File: src/rtl/ir_nec_rx_ctrl_if.sv
// rtl/ir_nec_rx_ctrl_if.sv - frame word and status strobes from the NEC receiver to the PIO
interface ir_nec_rx_ctrl_if;
  logic [31:0] out_data;
  logic        frame_valid;
  logic        repeat_valid;
  logic        err;
  logic        busy;

  modport master (output out_data, frame_valid, repeat_valid, err, busy);
  modport slave  (input  out_data, frame_valid, repeat_valid, err, busy);
endinterface

File: src/rtl/ir_nec_rx_ctrl.sv
// rtl/ir_nec_rx_ctrl.sv - NEC IR frame decoder feeding the IR data PIO capture port
module ir_nec_rx_ctrl #(
  parameter int TICK_CYCLES = 50,
  parameter bit CHECK_INV   = 1'b1,
  parameter int TIMEOUT_US  = 12000,
  parameter int WIN_DIV     = 1
) (
  input  logic              clk,
  input  logic              reset_n,
  input  logic              ir_rx,
  ir_nec_rx_ctrl_if.master  rx_if
);

  localparam int PRE_W = (TICK_CYCLES > 1) ? $clog2(TICK_CYCLES) : 1;
  localparam logic [PRE_W-1:0] PRE_LAST = PRE_W'(TICK_CYCLES - 1);
  localparam logic [13:0] DUR_MAX = 14'h3FFF;
  localparam logic [13:0] TMO     = 14'(TIMEOUT_US);

  // Window limits in ticks; WIN_DIV shrinks the whole timing plan uniformly.
  localparam logic [13:0] LM_MIN  = 14'(8000 / WIN_DIV);
  localparam logic [13:0] LM_MAX  = 14'(10000 / WIN_DIV);
  localparam logic [13:0] FS_MIN  = 14'(4000 / WIN_DIV);
  localparam logic [13:0] FS_MAX  = 14'(5000 / WIN_DIV);
  localparam logic [13:0] RS_MIN  = 14'(2000 / WIN_DIV);
  localparam logic [13:0] RS_MAX  = 14'(2500 / WIN_DIV);
  localparam logic [13:0] SH_MIN  = 14'(400 / WIN_DIV);
  localparam logic [13:0] SH_MAX  = 14'(700 / WIN_DIV);
  localparam logic [13:0] B1_MIN  = 14'(1400 / WIN_DIV);
  localparam logic [13:0] B1_MAX  = 14'(1900 / WIN_DIV);

  typedef enum logic [2:0] {
    IDLE,
    LEAD_MARK,
    LEAD_SPACE,
    BIT_MARK,
    BIT_SPACE,
    STOP_MARK,
    REP_STOP
  } state_t;

  state_t          state_q, state_d;
  logic [1:0]      sync_q;
  logic            mark_d_q;
  logic [PRE_W-1:0] pre_q;
  logic [13:0]     dur_q;
  logic [4:0]      bitcnt_q, bitcnt_d;
  logic [31:0]     sh_q, sh_d;
  logic [31:0]     out_q, out_d;
  logic            fv_q, fv_d, rv_q, rv_d, err_q, err_d;

  logic mark, edge_det, mark_start, mark_end, tick, timeout;
  logic short_ok, bit0, bit1;

  function automatic logic in_win(input logic [13:0] d, input logic [13:0] lo,
                                  input logic [13:0] hi);
    return (d >= lo) && (d <= hi);
  endfunction

  assign mark       = ~sync_q[1];
  assign edge_det   = mark ^ mark_d_q;
  assign mark_start = edge_det & mark;
  assign mark_end   = edge_det & ~mark;
  assign tick       = (pre_q == PRE_LAST);
  assign short_ok   = in_win(dur_q, SH_MIN, SH_MAX);
  assign bit0       = short_ok;
  assign bit1       = in_win(dur_q, B1_MIN, B1_MAX);
  assign timeout    = (state_q != IDLE) && (dur_q >= TMO) && !edge_det;

  // Synchronizer idles high so a released line never looks like a mark.
  always_ff @(posedge clk or negedge reset_n) begin
    if (!reset_n) begin
      sync_q   <= 2'b11;
      mark_d_q <= 1'b0;
      pre_q    <= '0;
      dur_q    <= '0;
    end else begin
      sync_q   <= {sync_q[0], ir_rx};
      mark_d_q <= mark;
      pre_q    <= tick ? '0 : pre_q + 1'b1;
      if (edge_det)
        dur_q <= '0;
      else if (tick && dur_q != DUR_MAX)
        dur_q <= dur_q + 14'd1;
    end
  end

  always_ff @(posedge clk or negedge reset_n) begin
    if (!reset_n) begin
      state_q  <= IDLE;
      bitcnt_q <= '0;
      sh_q     <= '0;
      out_q    <= '0;
      fv_q     <= 1'b0;
      rv_q     <= 1'b0;
      err_q    <= 1'b0;
    end else begin
      state_q  <= state_d;
      bitcnt_q <= bitcnt_d;
      sh_q     <= sh_d;
      out_q    <= out_d;
      fv_q     <= fv_d;
      rv_q     <= rv_d;
      err_q    <= err_d;
    end
  end

  always_comb begin
    state_d  = state_q;
    bitcnt_d = bitcnt_q;
    sh_d     = sh_q;
    out_d    = out_q;
    fv_d     = 1'b0;
    rv_d     = 1'b0;
    err_d    = 1'b0;
    if (timeout) begin
      state_d = IDLE;
      err_d   = 1'b1;
    end else begin
      case (state_q)
        IDLE: begin
          if (mark_start) state_d = LEAD_MARK;
        end
        LEAD_MARK: begin
          if (mark_end) begin
            if (in_win(dur_q, LM_MIN, LM_MAX)) begin
              state_d = LEAD_SPACE;
            end else begin
              state_d = IDLE;
              err_d   = 1'b1;
            end
          end
        end
        LEAD_SPACE: begin
          if (mark_start) begin
            if (in_win(dur_q, FS_MIN, FS_MAX)) begin
              state_d  = BIT_MARK;
              bitcnt_d = '0;
            end else if (in_win(dur_q, RS_MIN, RS_MAX)) begin
              state_d = REP_STOP;
            end else begin
              state_d = IDLE;
              err_d   = 1'b1;
            end
          end
        end
        BIT_MARK: begin
          if (mark_end) begin
            if (short_ok) begin
              state_d = BIT_SPACE;
            end else begin
              state_d = IDLE;
              err_d   = 1'b1;
            end
          end
        end
        BIT_SPACE: begin
          if (mark_start) begin
            if (bit0 || bit1) begin
              // Bytes arrive LSB first, so the first bit ends up at bit 0.
              sh_d     = {bit1, sh_q[31:1]};
              bitcnt_d = bitcnt_q + 5'd1;
              state_d  = (bitcnt_q == 5'd31) ? STOP_MARK : BIT_MARK;
            end else begin
              state_d = IDLE;
              err_d   = 1'b1;
            end
          end
        end
        STOP_MARK: begin
          if (mark_end) begin
            state_d = IDLE;
            if (!short_ok) begin
              err_d = 1'b1;
            end else if (CHECK_INV && (sh_q[31:24] != ~sh_q[23:16])) begin
              err_d = 1'b1;
            end else begin
              out_d = sh_q;
              fv_d  = 1'b1;
            end
          end
        end
        REP_STOP: begin
          if (mark_end) begin
            state_d = IDLE;
            if (short_ok) rv_d = 1'b1;
            else          err_d = 1'b1;
          end
        end
        default: begin
          state_d = IDLE;
        end
      endcase
    end
  end

  assign rx_if.out_data     = out_q;
  assign rx_if.frame_valid  = fv_q;
  assign rx_if.repeat_valid = rv_q;
  assign rx_if.err          = err_q;
  assign rx_if.busy         = (state_q != IDLE);

endmodule
File: src/flat_wrapper.sv
// flat-port wrapper written by rule: the top's interface ports become plain ports
module ir_nec_rx_ctrl_flat 
#(
  parameter int TICK_CYCLES = 50,
  parameter bit CHECK_INV   = 1'b1,
  parameter int TIMEOUT_US  = 12000,
  parameter int WIN_DIV     = 1
)
  (clk, reset_n, ir_rx, rx_if_out_data, rx_if_frame_valid, rx_if_repeat_valid, rx_if_err, rx_if_busy);
  ir_nec_rx_ctrl_if rx_if_i ();
  input  logic clk;
  input  logic reset_n;
  input  logic ir_rx;
  output wire logic [$bits(rx_if_i.out_data)-1:0] rx_if_out_data;
  output wire logic [$bits(rx_if_i.frame_valid)-1:0] rx_if_frame_valid;
  output wire logic [$bits(rx_if_i.repeat_valid)-1:0] rx_if_repeat_valid;
  output wire logic [$bits(rx_if_i.err)-1:0] rx_if_err;
  output wire logic [$bits(rx_if_i.busy)-1:0] rx_if_busy;
  assign rx_if_out_data = rx_if_i.out_data;
  assign rx_if_frame_valid = rx_if_i.frame_valid;
  assign rx_if_repeat_valid = rx_if_i.repeat_valid;
  assign rx_if_err = rx_if_i.err;
  assign rx_if_busy = rx_if_i.busy;
  ir_nec_rx_ctrl #(.TICK_CYCLES(TICK_CYCLES), .CHECK_INV(CHECK_INV), .TIMEOUT_US(TIMEOUT_US), .WIN_DIV(WIN_DIV)) u_core (.clk(clk), .reset_n(reset_n), .ir_rx(ir_rx), .rx_if(rx_if_i));
endmodule
File: config.mk
export PLATFORM = sky130hd
export DESIGN_NAME = ir_nec_rx_ctrl_flat
export DESIGN_NICKNAME = d
export VERILOG_FILES = /design/src/rtl/ir_nec_rx_ctrl_if.sv /design/src/rtl/ir_nec_rx_ctrl.sv /design/src/flat_wrapper.sv
export SDC_FILE = /design/constraint.sdc
export NUM_CORES = 1
export LEC_CHECK = 0
export ABC_AREA = 1
export BUFFER_PORTS_ARGS = -buffer_cell sky130_fd_sc_hd__buf_4
export CORE_ASPECT_RATIO = 0.8
export CORE_MARGIN = 3
export CORE_UTILIZATION = 30
export CTS_CLUSTER_DIAMETER = 150
export DETAILED_ROUTE_END_ITERATION = 10
export GPL_TIMING_DRIVEN = 1
export PLACE_DENSITY = 0.45
export SLEW_MARGIN = 20
export SYNTH_ARGS = -nofsm -noshare
export SYNTH_HDL_FRONTEND = slang
export SYNTH_SLANG_ARGS = --single-unit
export TNS_END_PERCENT = 100
File: constraint.sdc
create_clock -name clk -period 2.55 [get_ports clk]
set_input_delay 0.1275 -clock clk [delete_from_list [all_inputs] [get_ports clk]]
set_output_delay 0.1275 -clock clk [all_outputs]
set_load 0.03 [all_outputs]
== After elaboration in Yosys (flattened, before gate mapping) ==
Index checks and enable logic that the tools add are counted.
Storage, ports and cells
  output and inout port bits: 36
  bits in latches: 0
  logic and storage cells: 117
  input port bits: 3
  ROM bits: 0
  bits in registers: 98
  memories: 0
  RAM bits: 0
Cells by class
  bitwise operators: 7
  $mul: 0
  magnitude comparators: 11
  mux-type cells: 45
  eq/ne operators: 20
  add/subtract/negate cells: 3
  reduce and logical (&&, ||, !) cells: 20
  shift-type cells: 0
  div/mod/pow operators: 0
Operators with widths (count)
  two-way mux 3 bit: 12
  >= comparator 14 x 11 -> 1 bit (second input constant): 2
  two-way mux 14 bit: 2
  two-way mux 1 bit: 22
  two-way mux 5 bit: 4
  != test 3 x 1 -> 1 bit (second input constant): 6
  case mux 3 bit (6 select lines): 1
  adder 14 x 1 -> 14 bit (second input constant): 1
  >= comparator 14 x 12 -> 1 bit (second input constant): 1
  >= comparator 14 x 13 -> 1 bit (second input constant): 1
  >= comparator 14 bit (second input constant): 1
  >= comparator 14 x 9 -> 1 bit (second input constant): 1
  <= comparator 14 x 10 -> 1 bit (second input constant): 1
  <= comparator 14 x 11 -> 1 bit (second input constant): 1
  <= comparator 14 x 12 -> 1 bit (second input constant): 1
  <= comparator 14 x 13 -> 1 bit (second input constant): 1
  <= comparator 14 bit (second input constant): 1
  != test 14 bit (second input constant): 1
  AND reduction 6 bit: 2
  case mux 5 bit (2 select lines): 1
  equality test 3 bit (second input constant): 3
  logical AND 1 bit: 8
  != test 2 x 1 -> 1 bit (second input constant): 4
  != test 8 bit: 1
  21 further kinds: 27

== Logic depth before layout (Yosys ltp) ==
  depth after elaboration: 7
  mapped depth: 15
  gate-level depth less buffers: 14

== Least setup slack after synthesis ==
OpenSTA, ideal clock, no wires.
  path type: reg-to-reg
  from: register u_core.sync_q[1]
  to: register u_core.out_q[16], in the netlist u_core.rx_if.out_data[16]
  clock period less this slack: 1.864 ns
  data required time: 2.428 ns
  path buffers: 1
  path slack: 0.686 ns
  library setup time: 0.122 ns
  data arrival time: 1.742 ns
  cell stages (with the launch flop): 14
  path through: dfstp_2 inv_1 ha_1 nand2_1 inv_1 nand2_1 inv_2 nand2_2 inv_2 nor2_1 nand2_4 buf_4 nand2_1 o21ai_1
On the way
  word-level cells in the longest chain between the ends: 6
  elaborated cells on any way between the ends: 7
  classes of those cells: bitwise (4); reduce/logical (3)
RTL lines
  start: declaration: line ir_nec_rx_ctrl.sv:42  | logic [1:0] sync_q;
  start signal: assignment: line ir_nec_rx_ctrl.sv:77  | sync_q <= {sync_q[0], ir_rx};
  NOT 1 bit *: line ir_nec_rx_ctrl.sv:59  | assign mark = ~sync_q[1];
  named net u_core.mark: line ir_nec_rx_ctrl.sv:51  | logic mark, edge_det, mark_start, mark_end, tick, timeout;
  bitwise XOR 1 bit *: line ir_nec_rx_ctrl.sv:60  | assign edge_det = mark ^ mark_d_q;
  zero test 1 bit: line ir_nec_rx_ctrl.sv:67  | assign timeout = (state_q != IDLE) && (dur_q >= TMO) && !edge_det;
  logical AND 1 bit: line ir_nec_rx_ctrl.sv:67
  NOT 1 bit (no line)
  AND reduction 5 bit (no line) *
  end signal: assignment: line ir_nec_rx_ctrl.sv:100  | out_q <= out_d;
  end: declaration: line ir_nec_rx_ctrl.sv:48  | logic [31:0] out_q, out_d;
The timed path passes the listed nets; every way through them passes the cells marked *.
A chain may end at the register's enable or synchronous reset.

== Final worst setup path ==
  from: register u_core.sync_q[1]
  to: register u_core.out_q[25], in the netlist u_core.rx_if.out_data[25]
Same word-level chain as after synthesis.

==> flow_summary.toml <==
[status]
status = "complete, no violations"

[run]
max-cap-violations = 0

[worst_setup_path]
critical_path_class = "flop to flop"
startpoint_type = "flop"
arrival_ps = 2400
crit_start = "u_core.sync_q[1]"
rr_startpoint = "u_core.sync_q[1]"
regToRegEndpoint = "u_core.rx_if.out_data[25]"
critPathMaxFanout = 64
endpoint_kind = "flop"
worstPathRequired_ps = 2750
reg2regPathDepth = 12
reg2reg_setup_slack_ps = 360

[drt]
drt-pass1-iter-count = 4
wl_per_cell_um = 12.99
vias = 4065
wl_um = 11480
ant_nets = 0
vias_per_cell = 4.598
drc = 0
drt_iter0_drc = 363

[timing]
setup_viol = 0
min_period_ps = 2192
slew_viol_final = 0
final.setup.tns_ps = 0
hold_ws_ps = 344.4
fin_skew_ps = 5.851
hold_violations = 0
min_period_over_period_pct = 85.95
grt_setup_unrepaired = "false"
worst_pin_slew_ps = 677.8
max_slew_margin_pct = 54.81
fmax_ghz = 0.4563

[synth]
ys_seq_area_share_pct = 48.29
synth_simple_gate_area_share_pct = 27.27
synth_top_family_by_area = "simple AND/OR/NAND/NOR gates"
synth_xor_xnor_area_share_pct = 1.378
yosys_warnings = 0
synth-seq-cells = 98
syn_nets = 634
synth.area.top_cells = "dfrtp_1 47%, nand2_1 12%, o21ai_2 5.5%"
synth_top_area_share_pct = 47.26
netlist-cell-type-count = 32
syn_inst = 623
synth-compound-area-share_pct = 12.31
synth_area_per_cell_um2 = 8.160
synth_top_area_cell = "dfrtp_1"
muxShareOfSynthArea_pct = 0
synth_fa_ha_area_share_pct = 1.969
syn_area_mm2 = 0.005084

[worst_hold_path]
hold_path.class = "input port to async pin"

[power_and_ir_drop]
p_leak_nw = 2.806
p_switching_uw = 766.7
combPwrFrac_pct = 6.3
internal_power_mw = 2.413
switching_share_pct = 24.11
clock_power_share_pct = 44.0
peakVddDrop_v = 0.0002958
power.density_mw_per_mm2 = 541.2
power_frac_seq_pct = 49.7

[clock_tree]
htreeDepth = 3
numClockSinks = 98
clock_path_buffers = 2
worstSkewPairLatency_ps = 350
cts_setup_buffers = 0
root_buffer = "clkbuf_16"
cts_tree = "built"
clkTransAtPathRegs_ps = 70
cts_made_buffers = 9

[floorplan]
die-area_mm2 = 0.01855
io_pins = 39
initial_utilization_pct = 31.46
fp.dieH_um = 122.4
core_mm2 = 0.01616
rows = 41
die_w_um = 151.5

[global_route]
grt_overflow = 0
gr-usage-all-layers_pct = 13.24
grt_pass1_wl_um = 19340
grt_pass1_vias = 3765
antenna_found_initial = 0
grt_max_degree = 65

[layout]
n_antenna_cell = 0
syn_to_final_growth_pct = 15.58
nets = 675
drive_above_1_share_pct = 17.94
num-fill-cells = 1707

[place]
io_buffers = 38
hpwlAfterDp_um = 8399
gp_congestion = 0.8616
-- registers in the layout, summed over array words and instances, names as in the netlist --
name	cells
u_core.rx_if.out_data	32
u_core.sh_q	32
u_core.dur_q	14
u_core.pre_q	6
u_core.bitcnt_q	5
u_core.state_q	3
u_core.sync_q	2
u_core.mark_d_q	1
u_core.rx_if.err	1
u_core.rx_if.frame_valid	1
u_core.rx_if.repeat_valid	1
-- repair_timing --
item,in CTS,in global routing
hold buffers,2,0
hold endpoints to repair,48,0
resized for setup,0,0
-- power by group through the flow --
stage	Combinational, mW	Clock, mW	Sequential [mW]
3_5_place_dp	0.201	0	1.61
4_1_cts	0.205	1.45	1.58
2_1_floorplan	0.109	0	1.61
3_3_place_gp	0.206	0	1.61
6_report	0.201	1.40	1.58
5_1_grt	0.230	1.52	1.58
-- metal layers --
| metal | global-route usage (%) | up-vias | wire (um) |
|---|---|---|---|
| li1 | - | 2080 | - |
| met1 | 20.24 | 1866 | 6126 |
| met2 | 18.07 | 100 | 4536 |
| met3 | 3.396 | 19 | 617 |
| met4 | 4.265 | 0 | 199 |
| met5 | 0 | - | 0 |
-- worst max-delay path by stage --
stage,end,slack (ps),cells past startpoint
detailed placement,u_core.rx_if.out_data[25],350,12
global placement,u_core.rx_if.out_data[0],370,12
finish,u_core.rx_if.out_data[25],360,12
CTS,u_core.rx_if.out_data[25],340,12
global route,u_core.rx_if.out_data[0],100,12
floorplan,u_core.rx_if.out_data[16],690,13
-- placed cells by master (no fill, tap or decap), types with 3 or more instances in the layout --
cell type,netlist,routed
o21ai_2,32,32
nand2_1,168,168
ha_1,8,8
and3_1,4,4
o21ai_0,17,17
nor2_1,59,59
nand3b_1,3,3
inv_2,9,9
dfrtp_1,96,96
nand4_1,9,9
nand3_1,37,37
a21oi_1,13,13
nand2_2,10,10
clkinv_2,0,3
nor3_1,13,13
xor2_1,6,6
buf_4,3,40
clkbuf_16,0,9
inv_1,73,73
o21ai_1,33,33
nor2_4,3,3
nand2_4,3,3
-- cells in the mapped netlist (all sizes together) --
| cell type | count |
|---|---|
| dfstp | 2 |
| nor3 | 13 |
| nor4 | 1 |
| ha | 8 |
| nand3 | 38 |
| clkbuf | 1 |
| nor2 | 62 |
| dfrtp | 96 |
| o21ai | 82 |
| inv | 82 |
| o31ai | 1 |
| o22ai | 1 |
| or2 | 1 |
| nor3b | 1 |
| and2 | 2 |
| nand2 | 181 |
| and3 | 4 |
| nand4 | 9 |
| nand3b | 3 |
| xor2 | 6 |
| a21oi | 14 |
| buf | 13 |
| xnor2 | 2 |
-- final cells by class --
cell class / count / area, um2 / area share, %
sequential: 98 / 2455 / 41.78
multi-input combinational: 429 / 2182 / 37.14
timing repair buffer: 44 / 360.3 / 6.133
inverter: 82 / 307.8 / 5.238
tap: 215 / 269.0 / 4.578
clock buffer: 10 / 239.0 / 4.067
clock inverter: 6 / 62.56 / 1.065
-- stage by stage --
step	util, %	worst slack, ps	cell area (um2)	power, mW	cells
6_report	36.36	358.3	5876	3.180	884
5_1_grt	36.36	97.79	5876	3.334	884
4_1_cts	36.36	335.5	5876	3.239	884
3_5_place_dp	34.37	354.1	5554	1.812	866
3_3_place_gp	34.37	365.7	5554	1.816	866
2_1_floorplan	-	685.8	5084	1.722	623
-- worst max-delay path, stage by stage (launching register included) --
cell	delay [ps]
dfstp_2	530
inv_1	50
ha_1	290
nand2_1	60
inv_1	40
nand2_1	60
inv_2	50
nand2_2	110
inv_2	40
nor2_1	170
nand2_4	350
nand2_1	170
o21ai_1	80
-- cells by family after synthesis --
group,count (synthesis)
compound gates,98
xor+xnor,8
fa+ha+maj,8
buf+inv,96
flops,98
simple gates,315
Note: power is estimated with default switching activity, not from simulation.
